$ cat src/rtl/ps2_receiver.sv
`default_nettype none
// ============================================================================
//  Module   : ps2_receiver
//  Function : PS/2 keyboard frame receiver (sync, decode, parity/stop check)
//  Revision : 1.0 - initial release
// ============================================================================
module ps2_receiver #(
   parameter int SYNC_STAGES    = 2,
   parameter int TIMEOUT_CYCLES = 50000
) (
   input  logic       clk,
   input  logic       rst_n,
   input  logic       ps2_clk,
   input  logic       ps2_data,
   output logic [7:0] data,
   output logic       valid,
   output logic       parity_err,
   output logic       frame_err,
   output logic       busy
);

   localparam logic [1:0] c_ST_IDLE   = 2'd0;
   localparam logic [1:0] c_ST_DATA   = 2'd1;
   localparam logic [1:0] c_ST_PARITY = 2'd2;
   localparam logic [1:0] c_ST_STOP   = 2'd3;

   localparam int            c_TW   = (TIMEOUT_CYCLES > 2) ? $clog2(TIMEOUT_CYCLES) : 1;
   // Compare against limit-2 so the registered error lands TIMEOUT_CYCLES after the fall
   localparam logic [c_TW-1:0] c_TLIM = c_TW'(TIMEOUT_CYCLES - 2);

   logic [SYNC_STAGES-1:0] r_clk_sync;
   logic [SYNC_STAGES-1:0] r_data_sync;
   logic                   r_clk_d;
   logic [1:0]             r_state;
   logic [1:0]             w_state_nxt;
   logic [7:0]             r_shift;
   logic [2:0]             r_bitcnt;
   logic                   r_pbit;
   logic [c_TW-1:0]        r_tcnt;
   logic                   w_clk_s;
   logic                   w_data_s;
   logic                   w_fall;
   logic                   w_par_ok;
   logic                   w_timeout;
   logic                   w_load;
   logic                   w_perr;
   logic                   w_ferr;

   assign w_clk_s  = r_clk_sync[SYNC_STAGES-1];
   assign w_data_s = r_data_sync[SYNC_STAGES-1];
   assign w_fall   = r_clk_d & ~w_clk_s;
   assign w_par_ok = ^r_shift ^ r_pbit;

   // Idle-high bus: sync chain resets to 1 so no false edge follows reset
   always_ff @(posedge clk or negedge rst_n) begin
      if (!rst_n) begin
         r_clk_sync  <= '1;
         r_data_sync <= '1;
         r_clk_d     <= 1'b1;
      end else begin
         r_clk_sync  <= {r_clk_sync[SYNC_STAGES-2:0], ps2_clk};
         r_data_sync <= {r_data_sync[SYNC_STAGES-2:0], ps2_data};
         r_clk_d     <= w_clk_s;
      end
   end

   always_ff @(posedge clk or negedge rst_n) begin
      if (!rst_n) r_state <= c_ST_IDLE;
      else        r_state <= w_state_nxt;
   end

   always_comb begin
      w_state_nxt = r_state;
      w_load      = 1'b0;
      w_perr      = 1'b0;
      w_ferr      = 1'b0;
      w_timeout   = (r_tcnt == c_TLIM) && !w_fall;
      case (r_state)
         c_ST_IDLE: begin
            if (w_fall && !w_data_s) w_state_nxt = c_ST_DATA;
         end
         c_ST_DATA: begin
            if (w_fall) begin
               if (r_bitcnt == 3'd7) w_state_nxt = c_ST_PARITY;
            end else if (w_timeout) begin
               w_state_nxt = c_ST_IDLE;
               w_ferr      = 1'b1;
            end
         end
         c_ST_PARITY: begin
            if (w_fall) begin
               w_state_nxt = c_ST_STOP;
            end else if (w_timeout) begin
               w_state_nxt = c_ST_IDLE;
               w_ferr      = 1'b1;
            end
         end
         default: begin
            if (w_fall) begin
               w_state_nxt = c_ST_IDLE;
               if (!w_data_s)     w_ferr = 1'b1;
               else if (w_par_ok) w_load = 1'b1;
               else               w_perr = 1'b1;
            end else if (w_timeout) begin
               w_state_nxt = c_ST_IDLE;
               w_ferr      = 1'b1;
            end
         end
      endcase
   end

   always_comb begin
      busy = (r_state != c_ST_IDLE);
   end

   always_ff @(posedge clk or negedge rst_n) begin
      if (!rst_n) begin
         r_shift    <= 8'h00;
         r_bitcnt   <= 3'd0;
         r_pbit     <= 1'b0;
         r_tcnt     <= '0;
         data       <= 8'h00;
         valid      <= 1'b0;
         parity_err <= 1'b0;
         frame_err  <= 1'b0;
      end else begin
         valid      <= w_load;
         parity_err <= w_perr;
         frame_err  <= w_ferr;
         if (w_load) data <= r_shift;
         if ((r_state == c_ST_IDLE) || w_fall) r_tcnt <= '0;
         else                                  r_tcnt <= r_tcnt + c_TW'(1);
         if (w_fall) begin
            case (r_state)
               c_ST_IDLE:   r_bitcnt <= 3'd0;
               c_ST_DATA: begin
                  r_shift  <= {w_data_s, r_shift[7:1]};
                  r_bitcnt <= r_bitcnt + 3'd1;
               end
               c_ST_PARITY: r_pbit <= w_data_s;
               default:     ;
            endcase
         end
      end
   end

endmodule
`default_nettype wire

$ cat config.mk
export PLATFORM = sky130hd
export DESIGN_NAME = ps2_receiver
export DESIGN_NICKNAME = d
export VERILOG_FILES = /design/src/rtl/ps2_receiver.sv
export SDC_FILE = /design/constraint.sdc
export NUM_CORES = 1
export LEC_CHECK = 0
export ABC_CLOCK_PERIOD_IN_PS = 6300
export CAP_MARGIN = 20
export CORE_ASPECT_RATIO = 0.7
export CORE_MARGIN = 1.5
export CORE_UTILIZATION = 60
export CTS_BUF_LIST = sky130_fd_sc_hd__clkbuf_2 sky130_fd_sc_hd__clkbuf_4 sky130_fd_sc_hd__clkbuf_8
export DETAILED_ROUTE_END_ITERATION = 7
export PLACE_DENSITY = 0.81
export RECOVER_POWER = 100
export SLEW_MARGIN = 30
export SYNTH_ARGS = -nofsm -noshare
export SYNTH_HDL_FRONTEND = slang
export SYNTH_SLANG_ARGS = --single-unit
$ cat constraint.sdc
create_clock -name clk -period 6.3 [get_ports clk]
set_clock_uncertainty 0.2 [all_clocks]
set_input_delay 0.945 -clock clk [delete_from_list [all_inputs] [get_ports clk]]
set_output_delay 0.945 -clock clk [all_outputs]
set_load 0.1 [all_outputs]
# After elaboration in Yosys (flattened, before gate mapping)

Index checks and enable logic that the tools add are counted.

Bits in registers: 46

Add/sub/neg operators: 2
Equal/unequal tests: 6
Multiplexer cells: 22
Bitwise operators: 3
Reduce and logical (&&, ||, !) cells: 15

Operators by type and width:

| kind                    | count |
|---|---|
| $add A16 B1 Y16 const B | 1 |
| $eq A16 B16 Y1 const B  | 1 |
| $mux W16                | 1 |
| $mux W1                 | 12 |
| $mux W2                 | 6 |
| $reduce_and A2 Y1       | 4 |
| $reduce_xor A8 Y1       | 1 |
| $pmux W2 S3             | 1 |
| $pmux W3 S2             | 1 |
| $reduce_bool A2 Y1      | 2 |
| $add A3 B1 Y3 const B   | 1 |
| $eq A3 B3 Y1 const B    | 1 |
| $ne A3 B3 Y1 const B    | 1 |
| $reduce_or A3 Y1        | 1 |
| $eq A2 B1 Y1 const B    | 1 |
| $eq A2 B2 Y1 const B    | 1 |
| $logic_and A1 B1 Y1     | 2 |
| $logic_not A1 Y1        | 2 |
| $logic_not A2 Y1        | 1 |
| $ne A2 B2 Y1 const B    | 1 |
| $pmux W1 S2             | 1 |
| $reduce_or A2 Y1        | 1 |
| $and A1 B1 Y1           | 1 |
| $logic_or A1 B1 Y1      | 1 |
| 2 further kinds         | 2 |

# Longest topological paths before layout

Gate-level depths: netlist of the first run.

Depth after elaboration: 7
Depth in mapped cells: 7
Gate-level depth less buffers: 6

# Least setup slack after synthesis of the first run

Ideal clock, no wire load.

Kind: register to output
Start: register r_state[0]
End: output busy
Arrival time: 1270 ps
Required time: 5155 ps
Slack: 3885 ps
Cell stages (with the launch flop): 4
Buffers on the path: 0
Cell sequence: dfrtp_1 > inv_1 > ha_1 > inv_1

Longest elaborated chain between the ends: 1

Ends and longest elaborated chain:

| element                | RTL line | source |
|---|---|---|
| start, declared        | 34       | `logic [1:0] r_state;` |
| start signal, assigned | 68       | `if (!rst_n) r_state <= c_ST_IDLE;` |
| start signal, assigned | 69       | `else r_state <= w_state_nxt;` |
| $reduce_bool A2 Y1     | 113      | `busy = (r_state != c_ST_IDLE);` |
| end, declared          | 19       | `output logic busy` |

Every way passes these cells.

# Final worst setup path of the first run

Same ends and word-level chain as after synthesis.

==> reports/results.md, run 1 <==
• complete, but fails checks — result of the run
• max-capacitance violations, max-slew violations — violated checks
• 0 — yosys synthesis warning count
• 39 — synth unique cells
• 235 — number of cells after detailed placement
• 0.30 ns — latest clock arrival within the worst-skew pair
• 2 — worst-case clock buffer depth
• 1.130 nW — Leakage
• 5 — number of buffers created by CTS
• output pin — endpoint class of the critical path
• 443.2 nW/um^2 — power per cell area
• 0.7678 — routability congestion estimate
• 0.206 — Clock Power Share
• 3687 um — WL final
• 17 — # rows
• 0.1402 — simple logic cell fraction of the synthesized area
• sky130_fd_sc_hd__clkbuf_8 — clock tree root buffer cell
• 0.5425 — sequential cell area fraction in the yosys report
• 2666 um — Final HPWL DP
• 0 — Final Setup Violations
• 52.89 um — Vert. Die Dim
• 0.6513 — Initial Utilization
• reg -> reg — kind of path behind the tightest hold check
• 0.384 — register share of total power
• 2133 sq um — combined area of all synthesized cells
• r_data_sync[1] — Hold Path End
• 3928 sq um — full die area
• 0.1385 — share of post-route cells with drive strength above 1
• 13.08% — Syn-to-layout area delta
• sky130_fd_sc_hd__dlygate4sd3_1 — master of the slowest instance on the critical path
• 74.27 um — die boundary width
• reg -> out — kind of critical path
• built — TritonCTS clock tree
• 46 — CTS sink count
• r_shift[2] — Worst R2R Start
• 2.30 ns — data arrival time of the critical path
• 0.04692 — arithmetic-cell share of the synthesized area counting full adders, half adders and majority gates
• 3.72 ns — setup slack of the most critical reg-to-reg path
• 1.20 ns — delay of the slowest cell on the worst path
• 3 — count of buffering cells on the critical path with inverters included
• 0.07918 — xor/xnor share of the synthesized area
• 0.4173 mW — net switching component of the power
• 5.15 ns — critical path data required time
• 0 — post-route DRC violation count
• 103 — initial detailed-routing violation count
• 46 — number of flip-flops and latches in the synthesized netlist
• 207 — Layout Nets
• 4 — Crit Path Max Fanout
• 0.3902 — switch share
• 0 — buffers inserted during post-CTS setup optimization
• 191 — net count of the mapped netlist
• 3276 sq um — Floorplan Core Area
• 0.6520 mW — internal power consumption
• 4 — Worst R2R Path Depth
• 1414 — vias in the first global route
• 0 — Final ANT Viol Nets
• 0.410 — Logic pwr share
• simple AND/OR/NAND/NOR gates — combinational family with the most area after synthesis
• 0.06158 — post-synthesis compound-gate area fraction
• 15 — number of buffers inserted by port buffering
• 290.6 MHz — maximum clock frequency
• 16 — io pins
• 6617 um — global-route wire length before repair
• 0 — antenna cell count
• buffers and inverters — kind of cell adding the most delay to the critical path
• 0.5462 — crit share post-route
• data[7] — endpoint of the worst register-to-register path
• -0.5536 — tightest slew margin relative to the limit
• 216 — fill cell count
• 47 — largest net degree at the start of global routing
• 0 — cell depth of the worst hold path
• sky130_fd_sc_hd__inv_1 — cell occurring most often along the worst timing path
• 1.069 mW — Final Total Pwr
• r_data_sync[0] — Worst Hold Launch
• inv_1 > ha_1 > inv_1 > dlygate4sd3_1 — cell breakdown of the critical path
• 0.3693 mV — worst IR drop on VDD
• 1387 — via count of the routed design
• 5.731 — detail-routed via count per cell
• sky130_fd_sc_hd__dfrtp_1 — leading cell type in the layout, fill and taps excluded
• 242 — non-filler instance count after layout
• 1 — MaxCap Viol Count
• 0 — number of antenna violations at the first check in global routing
• 11.92 sq um — mean post-synth cell area
• 0 — Final Hold Viols
• 0.08 ns — clock slew seen by the registers of the worst setup and hold paths
• 0 — overflow left after global routing
• 0 — post-cts sizing count
• 0 — cts hold-fix bufs
• 2.330 ns — actual slew at the worst max-slew pin
• sky130_fd_sc_hd__dfrtp_1 (41), sky130_fd_sc_hd__nor2_1 (17), sky130_fd_sc_hd__mux2_2 (16) — commonest cells after routing, fill and taps aside
• 2 — CTS H-tree depth
• flop — Worst Setup Start Kind
• 4 — iteration count of the initial detailed-routing pass
• 0.2339 — aggregate global-route resource usage
• 179 — number of cells produced by synthesis
• no — setup repair after global routing missed its margin
• 3.441 ns — final worst path period need
• 47 — number of max-slew violations in the final report
• 15.24 um — wire per inst
• 0 ns — total negative setup slack
• 0.1050 — proportion of synthesized area in mux cells
[sequential cells by signal (all words and copies together) (netlist names), 2 cells and up]
name,count
r_tcnt,16
r_data_sync,2
r_bitcnt,3
r_state,2
r_clk_sync,2
data,8
r_shift,8
[synthesized netlist by cell type]
master | n | area, sq um
sky130_fd_sc_hd__and4b_1 | 1 | 10.01
sky130_fd_sc_hd__dfstp_2 | 5 | 131.4
sky130_fd_sc_hd__nor4_1 | 1 | 6.260
sky130_fd_sc_hd__nor3_1 | 1 | 5.000
sky130_fd_sc_hd__ha_1 | 8 | 100.1
sky130_fd_sc_hd__nand3_1 | 4 | 20.02
sky130_fd_sc_hd__nor2_1 | 17 | 63.81
sky130_fd_sc_hd__or3_1 | 4 | 25.02
sky130_fd_sc_hd__a2bb2oi_1 | 1 | 8.760
sky130_fd_sc_hd__xnor3_2 | 1 | 23.77
sky130_fd_sc_hd__and3_1 | 1 | 6.260
sky130_fd_sc_hd__or4_1 | 1 | 7.510
sky130_fd_sc_hd__mux2i_4 | 1 | 22.52
sky130_fd_sc_hd__clkbuf_1 | 5 | 18.77
sky130_fd_sc_hd__a32o_1 | 2 | 20.02
sky130_fd_sc_hd__xor2_1 | 10 | 87.58
sky130_fd_sc_hd__or2_2 | 1 | 6.260
sky130_fd_sc_hd__or3b_2 | 1 | 8.760
sky130_fd_sc_hd__mux2i_1 | 1 | 10.01
sky130_fd_sc_hd__o21ai_0 | 7 | 35.03
sky130_fd_sc_hd__buf_1 | 1 | 3.750
sky130_fd_sc_hd__o22ai_1 | 2 | 12.51
sky130_fd_sc_hd__and2_1 | 2 | 12.51
sky130_fd_sc_hd__o211ai_1 | 2 | 15.01
sky130_fd_sc_hd__xnor3_1 | 1 | 22.52
sky130_fd_sc_hd__nor3b_1 | 1 | 7.510
sky130_fd_sc_hd__nand2_1 | 6 | 22.52
sky130_fd_sc_hd__nand3b_1 | 2 | 15.01
sky130_fd_sc_hd__nand4_1 | 7 | 43.79
sky130_fd_sc_hd__dfrtp_1 | 41 | 1026
sky130_fd_sc_hd__nand4b_1 | 1 | 8.760
sky130_fd_sc_hd__a21oi_1 | 5 | 25.02
sky130_fd_sc_hd__nor2b_1 | 2 | 12.51
sky130_fd_sc_hd__xnor2_1 | 4 | 35.03
sky130_fd_sc_hd__mux2_2 | 17 | 191.4
sky130_fd_sc_hd__inv_1 | 8 | 30.03
sky130_fd_sc_hd__and4_1 | 2 | 17.52
sky130_fd_sc_hd__a22oi_1 | 1 | 7.510
sky130_fd_sc_hd__o21a_1 | 1 | 7.510
[metal layers]
metal  vias to the layer above  wire [um]  GRT usage
met5                         -          0          0
met4                         0         47     0.1121
met2                        37       1660     0.3378
li1                        662          -          -
met3                         5        215    0.05905
met1                       683       1764     0.3312
[stage by stage]
step | setup slack (ns) | cell area [sq um] | hold WS, ns | utilization
detailed placement | 3.243 | 2315 | 0.1469 | 0.7066
global route | 2.755 | 2412 | 0.1632 | 0.7364
floorplan | 3.885 | 2133 | 0.1452 | -
global placement | 3.294 | 2315 | 0.1459 | 0.7066
CTS | 2.923 | 2427 | 0.1585 | 0.7410
finish | 2.859 | 2412 | 0.1592 | 0.7364
[how the worst max path moves through the flow]
stage,from,to,slack (ns),cells past startpoint
6_report,r_state[0],busy,2.86,4
5_1_grt,r_state[0],busy,2.75,4
4_1_cts,r_state[0],busy,2.92,4
3_5_place_dp,r_state[0],busy,3.24,4
3_3_place_gp,r_state[0],busy,3.29,4
2_1_floorplan,r_state[0],busy,3.89,3
[cells by family after synthesis]
logic type,count (synthesis)
simple gates,55
xor+xnor,16
flops,46
buf+inv,14
fa+ha+maj,8
compound gates,21
mux,19
[power groups by stage]
stage / Combinational, mW / Clock, mW / Sequential (mW)
after floorplan: 0.289 / 0 / 0.500
after global placement: 0.452 / 0 / 0.411
after detailed placement: 0.470 / 0 / 0.418
final: 0.438 / 0.220 / 0.411
after CTS: 0.470 / 0.226 / 0.412
after global routing: 0.476 / 0.235 / 0.422
[final cells by class]
cell class              count  area [sq um]  share of cell area
multi-input cells         119         909.6              0.3771
flip-flops and latches     46          1157              0.4798
repair buffers             15         143.9             0.05965
clock buffers               6         82.58             0.03423
well taps                  47         58.81             0.02438
inverters                   8         30.03             0.01245
clock inverters             1         30.03             0.01245
Power figures use the tool's default switching activity.
==> run 2: changes to the inputs <==
- ABC_CLOCK_PERIOD_IN_PS: 6300 -> 2900
- CORE_UTILIZATION: 60 -> 54
- PLACE_DENSITY: 0.81 -> 0.77
- clock period: 6.3 -> 2.9 ns (I/O delays scaled with it)
==> reports/results.md, run 2 (synthesized netlist as in run 1, its figures left out) <==
• 0 — antenna cell count
• 47 — largest net degree at the start of global routing
• buffers and inverters — kind of cell adding the most delay to the critical path
• 55.59 um — Vert. Die Dim
• 1.066 nW — Leakage
• 0 ns — total negative setup slack
• 0.2210 — tightest slew margin relative to the limit
• 4 — Crit Path Max Fanout
• 3 — count of buffering cells on the critical path with inverters included
• 2 — CTS H-tree depth
• sky130_fd_sc_hd__dfrtp_1 (41), sky130_fd_sc_hd__nor2_1 (17), sky130_fd_sc_hd__mux2_2 (17) — commonest cells after routing, fill and taps aside
• 4 — iteration count of the initial detailed-routing pass
• 9.912% — Syn-to-layout area delta
• 1157 sq um — sequential cell area
• 0.8428 — routability congestion estimate
• 0 — overflow left after global routing
• 0 — number of max-slew violations in the final report
• 149 — initial detailed-routing violation count
• 16 — flip-flop count of the largest register after layout
• 0.29 ns — latest clock arrival within the worst-skew pair
• 0 — MaxCap Viol Count
• 0 — Final Setup Violations
• 0.2017 — aggregate global-route resource usage
• 1.61 ns — data arrival time of the critical path
• 0.1624 — share of post-route cells with drive strength above 1
• 0 — post-cts sizing count
• 1376 — vias in the first global route
• 0.7754 — crit share post-route
• 247 — non-filler instance count after layout
• 3733 um — WL final
• 0.5847 — Initial Utilization
• built — TritonCTS clock tree
• 3649 sq um — Floorplan Core Area
• 0.7469 ns — DP Worst Slack
• 1383 — via count of the routed design
• 2288 sq um — area post-placement
• 300 — fill cell count
• 208 — Layout Nets
• 922.1 sq um — area of combinational cells with multiple inputs
• 0 — Final ANT Viol Nets
• 238 — number of cells after detailed placement
• 962.2 nW/um^2 — power per cell area
• 0 — number of antenna violations at the first check in global routing
• 5.599 — detail-routed via count per cell
• flop — Worst Setup Start Kind
• sky130_fd_sc_hd__clkbuf_8 — clock tree root buffer cell
• 5 — number of buffers created by CTS
• 0.5334 mV — worst IR drop on VDD
• no — setup repair after global routing missed its margin
• 0.46 ns — delay of the slowest cell on the worst path
• 78.13 um — die boundary width
• 0.6427 — Final Util
• 1.174 ns — actual slew at the worst max-slew pin
• 18 — # rows
• sky130_fd_sc_hd__dfrtp_1 — leading cell type in the layout, fill and taps excluded
• r_data_sync[0] — Worst Hold Launch
• 6727 um — global-route wire length before repair
• 46 — CTS sink count
• reg -> reg — kind of path behind the tightest hold check
• r_tcnt (16), data (8), r_shift (8) — Regs by FF count
• 444.7 MHz — maximum clock frequency
• 4343 sq um — full die area
• sky130_fd_sc_hd__clkbuf_2 — master of the slowest instance on the critical path
• 15.11 um — wire per inst
• 0 — Final Hold Viols
• r_state[0] — start point of the critical path
• 16 — io pins
• 15 — number of buffers inserted by port buffering
• 2.27 ns — critical path data required time
• 2.249 ns — final worst path period need
• 2345 sq um — Non-Filler Cell Area, Final
• inv_1 > ha_1 > inv_1 > clkbuf_2 — cell breakdown of the critical path
• complete, no violations — result of the run
• 0.08 ns — clock slew seen by the registers of the worst setup and hold paths
• 0 — post-route DRC violation count
• output pin — endpoint class of the critical path
• sky130_fd_sc_hd__inv_1 — cell occurring most often along the worst timing path
• r_tcnt — most flop-heavy register
• 2 — worst-case clock buffer depth
• r_clk_d — Worst R2R Start
• 2703 um — Final HPWL DP
• reg -> out — kind of critical path
• 0.6512 ns — post-route worst setup slack
## run 2: worst paths after layout
check,endpoint,slack [ns],cells after the start
max reg2reg,r_tcnt[9],0.65,3
min,r_data_sync[1],0.16,0
max,busy,0.65,4
min in group asynchronous,data[4],0.67,2
max in group asynchronous,parity_err,1.16,2
min reg2reg,r_data_sync[1],0.16,0
## run 2: layout make-up
class	count	area share
tap	50	0.02668
multi-input combinational	119	0.3933
sequential	46	0.4936
clock buffer	8	0.03895
inverter	8	0.01281
timing repair buffer	16	0.03469
## run 2: what timing repair did
action	CTS	global route
hold buffers	0	1
endpoints found under the setup margin	0	0
setup buffers	0	0
endpoints found under the hold margin	0	41
## run 2: through the flow
stage               total power, mW  hold WS [ns]
global route                  2.401        0.1661
CTS                           2.316        0.1212
floorplan                     1.713      -0.06059
global placement              1.869        0.1472
finish                        2.256        0.1597
detailed placement            1.919        0.1485
## run 2: layer usage
layer  wire length (um)  share of wire  track usage  vias to the layer above
li1                   -              -            -                      661
met1               1839           0.49       0.2884                      690
met2               1721           0.46       0.2994                       27
met3                132          0.035      0.05902                        5
met4                 39          0.010      0.06122                        0
met5                  0              0            0                        -
## run 2: where the power goes
group | internal [mW] | switching, mW
Clock | 0.199 | 0.198
Combinational | 0.357 | 0.603
Sequential | 0.778 | 0.120
Total | 1.33 | 0.922
